File: config.mk
export PLATFORM = sky130hd
export DESIGN_NAME = rv32_register_file
export DESIGN_NICKNAME = d
export VERILOG_FILES = /design/src/rtl/rv32_register_file.sv
export SDC_FILE = /design/constraint.sdc
export NUM_CORES = 2
export LEC_CHECK = 0
export CAP_MARGIN = 20
export CORE_UTILIZATION = 35
export CTS_CLUSTER_SIZE = 16
export DETAILED_ROUTE_END_ITERATION = 12
export GPL_ROUTABILITY_DRIVEN = 0
export GPL_TIMING_DRIVEN = 0
export PLACE_DENSITY = 0.58
export SLEW_MARGIN = 10
export SYNTH_ARGS = -nofsm -noshare
export SYNTH_HDL_FRONTEND = slang
export SYNTH_SLANG_ARGS = --single-unit
export TNS_END_PERCENT = 20
File: constraint.sdc
create_clock -name clk -period 2.5 [get_ports clk]
set_clock_uncertainty 0.1 [all_clocks]
set_input_delay 0.5 -clock clk [delete_from_list [all_inputs] [get_ports clk]]
set_output_delay 0.5 -clock clk [all_outputs]
set_load 0.01 [all_outputs]
File: src/rtl/rv32_register_file.sv
// RV32I integer register file: 32 x XLEN, two async reads, one sync write.
// x0 reads zero; optional same-cycle write-to-read forwarding.
module rv32_register_file #(
  parameter int XLEN   = 32,
  parameter int NREGS  = 32,
  parameter int AW     = 5,
  parameter int BYPASS = 0
) (
  input  logic            clk,
  input  logic            rst,
  input  logic            we,
  input  logic [AW-1:0]   rd,
  input  logic [XLEN-1:0] wd,
  input  logic [AW-1:0]   rs1,
  input  logic [AW-1:0]   rs2,
  output logic [XLEN-1:0] rd1,
  output logic [XLEN-1:0] rd2
);

  logic [XLEN-1:0] r_regs [NREGS-1:1];

  logic w_wr_en;
  logic w_fwd1;
  logic w_fwd2;

  assign w_wr_en = we && (rd != '0);
  assign w_fwd1  = (BYPASS != 0) && w_wr_en && (rd == rs1);
  assign w_fwd2  = (BYPASS != 0) && w_wr_en && (rd == rs2);

  // Register update: reset clears x1..xN-1 and wins over a write.
  always_ff @(posedge clk) begin
    if (rst) begin
      for (int i = 1; i < NREGS; i++) begin
        r_regs[i] <= '0;
      end
    end else if (w_wr_en) begin
      r_regs[rd] <= wd;
    end
  end

  // Read port 1: x0 forced to zero, optional forwarding of wd.
  always_comb begin
    rd1 = '0;
    if (rs1 != '0) begin
      if (w_fwd1) begin
        rd1 = wd;
      end else begin
        rd1 = r_regs[rs1];
      end
    end
  end

  // Read port 2: same structure as port 1, fully independent.
  always_comb begin
    rd2 = '0;
    if (rs2 != '0) begin
      if (w_fwd2) begin
        rd2 = wd;
      end else begin
        rd2 = r_regs[rs2];
      end
    end
  end

endmodule

======== Yosys cells after proc, flatten, opt, wreduce, memory -nomap -nowiden ========
Memories as Yosys holds them, arrays and structs flattened.
Cells that the tools add are included.
cells by class
  add/subtract/negate cells ............... 0
  multiply operators ...................... 0
  div/mod/pow operators ................... 0
  magnitude comparators ................... 0
  equal/unequal tests ..................... 0
  shift operators ......................... 0
  mux-type cells .......................... 10
  bitwise logic cells ..................... 0
  reductions and logical operators ........ 5
operator list
  operator             number
  32-bit 2-to-1 mux    3
  32-bit OR reduction  1
  5-bit nonzero test   3
  1-bit 2-to-1 mux     6
  5-bit 2-to-1 mux     1
  1-bit logical AND    1
word-level totals
  register bits after elaboration ......... 0
  bits in latches ......................... 0
  RAM bits ................................ 992
  bits in read-only memories .............. 0
  bits of input ports ..................... 50
  output and inout bits ................... 64
  memories kept ........................... 1
memory list
  name    depth  bits a word  rd ports  clocked after Yosys merged registers in  wr ports  RTL line  source
  r_regs  31     32           2         0                                        31        20        logic [XLEN-1:0] r_regs [NREGS-1:1];

======== Logic depth before layout (Yosys ltp) ========
  word-level depth ........................ 7
  gate-level depth with buffers ........... 9
  depth with buffers taken out ............ 4

======== Worst setup path before layout ========
No wires, ideal clock.
  path kind ............................... in2out
  start point ............................. input rs1[2]
  end point ............................... output rd1[15]
  arrival time ............................ 2.158 ns
  slack ................................... -0.258 ns
  cell stages on the path ................. 7
  cells stage by stage .................... buf_2 -> buf_2 -> buf_1 -> mux4_2 -> a22o_1 -> a2111oi_1 -> nor3_1
between the ends
  longest elaborated chain between the ends .. 2
  elaborated cells between the ends (all ways) .. 3
RTL lines
  element                                                               RTL line  source
  start: declaration                                                    14        input logic [AW-1:0] rs1,
  memory read 31 x 32 bit / 5-bit nonzero test (equally long branches)  n/a
  32-bit 2-to-1 mux *                                                   44        if (rs1 != '0) begin
  end: declaration                                                      16        output logic [XLEN-1:0] rd1,
Every way passes the cells marked *; elsewhere a longest branch is shown, timed or not.

======== Worst setup path in the final report ========
  start point ............................. input rs1[0]
  end point ............................... output rd1[27]
The elaborated chain is that of the path after synthesis.

==> metrics.csv <==
metric,value,unit
syn_area,54200,sq um
grt_pass1_wl,303000,um
core,154000,sq um
ys_seq_area_share,56.7,%
drv_slew,0,
critPathMostFrequentCell,buf_12,
layout_worst_path_cycle_share,135,%
largest_reg_flops,1024,
die_h,396,um
period_minus_slack,3370,ps
dpl-instance-area,60500,sq um
die_w,396,um
synth-edff-count,1024,
wire_per_inst,37.6,um
clockBufferDepth,3,
rsz0062_at_grt,yes,
gr-total-overflow,0,
critical_path_class,input pin to output port,
regMostFlops,r_regs,
p_per_area,660,nW/um^2
drt_first_iter_violations,6104,
ys_warn_count,0,
antenna_found_initial,7,
status,"complete, but fails checks",
required,1900,ps
crit_fanout,5,
viasPerCell,6.10,
critPathMaxStageDelay,580,ps
die-area,157000,sq um
tritoncts,done,
setup_viol,100,
grt_pass1_vias,35900,
pre_cts_slack,-3030,ps
slew_headroom,34.7,%
vdd_drop_max,0.000493,V
yosys.cell_types.count,43,
finalPower,0.0447,W
area_growth,25.0,%
synth_cells,3500,
place.port_buffers,107,
cts_sinks,1024,
cts_htree_levels,3,
synth_common_cells,"1,024 x edfxtp_1, 995 x and2_1, 472 x mux4_2",
postRouteAntennaNets,0,
io_pins,114,
violations,negative setup slack,
hpwlAfterDp,158000,um
yosysMostFrequentCell,edfxtp_1,
finalWorstSetupSlack,-869,ps
path_cells,buf_12 > buf_12 > buf_12 > buf_16 > buf_12 > buf_16 > mux4_2 > a2111oi_4 > nor3_2 > buf_2,
synth.avg_cell_area,15.5,sq um
drc,0,
cp_slowest_cell,mux4_2,
globalRouteTotalUtil,28.5,%
fin_nets,3943,
stdcell_area,67800,sq um
grt_max_degree,23,
endpoint_kind,output port,
async_flop_share,0,%
worstMarginPinSlew,979,ps
yosys.area.top_type,edfxtp_1,
drt-pass1-iter-count,5,
num_vias,36800,
path_clk_slew,60,ps
start_util,35.2,%
cp.arrival,2770,ps
start_kind,input pin,
clock-root-buffer,clkbuf_16,
drive_above_1_share,35.2,%
synth_ff_type,edfxtp_1,
cts_hold_buf,0,
largestRegisters,r_regs x1024,
cts_made_buffers,116,
wirelength,227000,um
min_path_type,input pin to flip-flop,
fmax,297,MHz
hold_violations,0,
row_count,144,
leakage,23.1,nW
cap_violations,0,
synth_seq_cells,1024,
holdWs,336,ps
synth_area_leaders,"edfxtp_1 57%, mux4_2 20%, and2_1 11%",
synth_top_area_share,56.7,%
-- repair_timing --
action | 4_1_cts | 5_1_grt
pin swaps | 144 | 63
setup endpoints to repair | 1986 | 1395
cloned | 6 | 2
resized for setup | 820 | 105
setup buffers | 86 | 22
-- routing by layer --
| metal | vias to the layer above | part of all wire (%) | track usage, % |
|---|---|---|---|
| met5 | - | 0 | 0 |
| met3 | 505 | 12 | 7.92 |
| met4 | 0 | 5.2 | 12.3 |
| met1 | 19300 | 38 | 38.0 |
| li1 | 14500 | - | - |
| met2 | 2608 | 45 | 43.5 |
-- worst max-delay path: cells and delay by family --
| family | cells | cell delay [ps] |
|---|---|---|
| buffers and inverters | 7 | 1030 |
| muxes | 1 | 580 |
| and+or+nand+nor | 1 | 160 |
| AOI/OAI and AO/OA | 1 | 470 |
-- cells by family after synthesis --
logic type / share of synthesized area, %
AND/OR/NAND/NOR: 13.3
flip-flops: 56.7
multiplexers: 23.0
buffers and inverters: 3.31
AO/OA/AOI/OAI: 3.65
other: 0.00692
-- cell type report --
cell class                      instances  area (sq um)
Fill cell                           13600         86100
Sequential cell                      1024         30700
Multi-Input combinational cell       2124         24800
Buffer                                373          3200
Clock buffer                          140          3060
Timing Repair Buffer                  252          2640
Tap cell                             2044          2560
Clock inverter                         76           702
Antenna cell                            4          10.0
Inverter                                2          7.51
-- layout by cell type (no fill, tap or decap), types with 19 or more instances in the layout --
master | synthesis | layout
o22ai_1 | 103 | 31
edfxtp_1 | 1024 | 1024
buf_4 | 37 | 94
mux2_2 | 30 | 29
buf_2 | 51 | 65
clkbuf_4 | 0 | 29
conb_1 | 1 | 32
nor3_2 | 0 | 28
nor3_4 | 0 | 22
a2111oi_4 | 0 | 55
mux2i_1 | 150 | 126
clkbuf_1 | 264 | 211
nor2_4 | 0 | 27
buf_12 | 0 | 72
o22ai_2 | 0 | 43
or2_4 | 0 | 35
clkdlybuf4s50_1 | 0 | 35
buf_8 | 0 | 21
clkinv_1 | 0 | 27
mux4_2 | 472 | 472
clkinv_2 | 0 | 23
and2_1 | 995 | 993
clkbuf_16 | 0 | 129
clkbuf_8 | 0 | 19
a22o_1 | 51 | 28
o22ai_4 | 0 | 29
buf_6 | 19 | 48
-- report_power, final --
group / total (W) / switching [W] / leakage [nW] / internal (W)
registers: 0.0203 / 0.000500 / 9.75 / 0.0198
logic: 0.00706 / 0.00406 / 11.5 / 0.00300
clock network: 0.0173 / 0.00744 / 1.83 / 0.00990
-- through the flow --
stage | TNS [ps] | util [%] | std cells
after detailed placement | -2272260 | 39.3 | 5716
final | -48570 | 44.0 | 6039
after CTS | -201030 | 43.7 | 6015
after global routing | -48580 | 44.0 | 6036
after global placement | -2601560 | 38.9 | 5682
after floorplan | -5120 | - | 3531
-- final timing paths --
kind,start,endpoint,slack (ps),cells past startpoint
max,rs1[0],rd1[27],-870,10
min,wd[24],r_regs[0][24],340,1
Note: power is estimated with default switching activity, not from simulation.
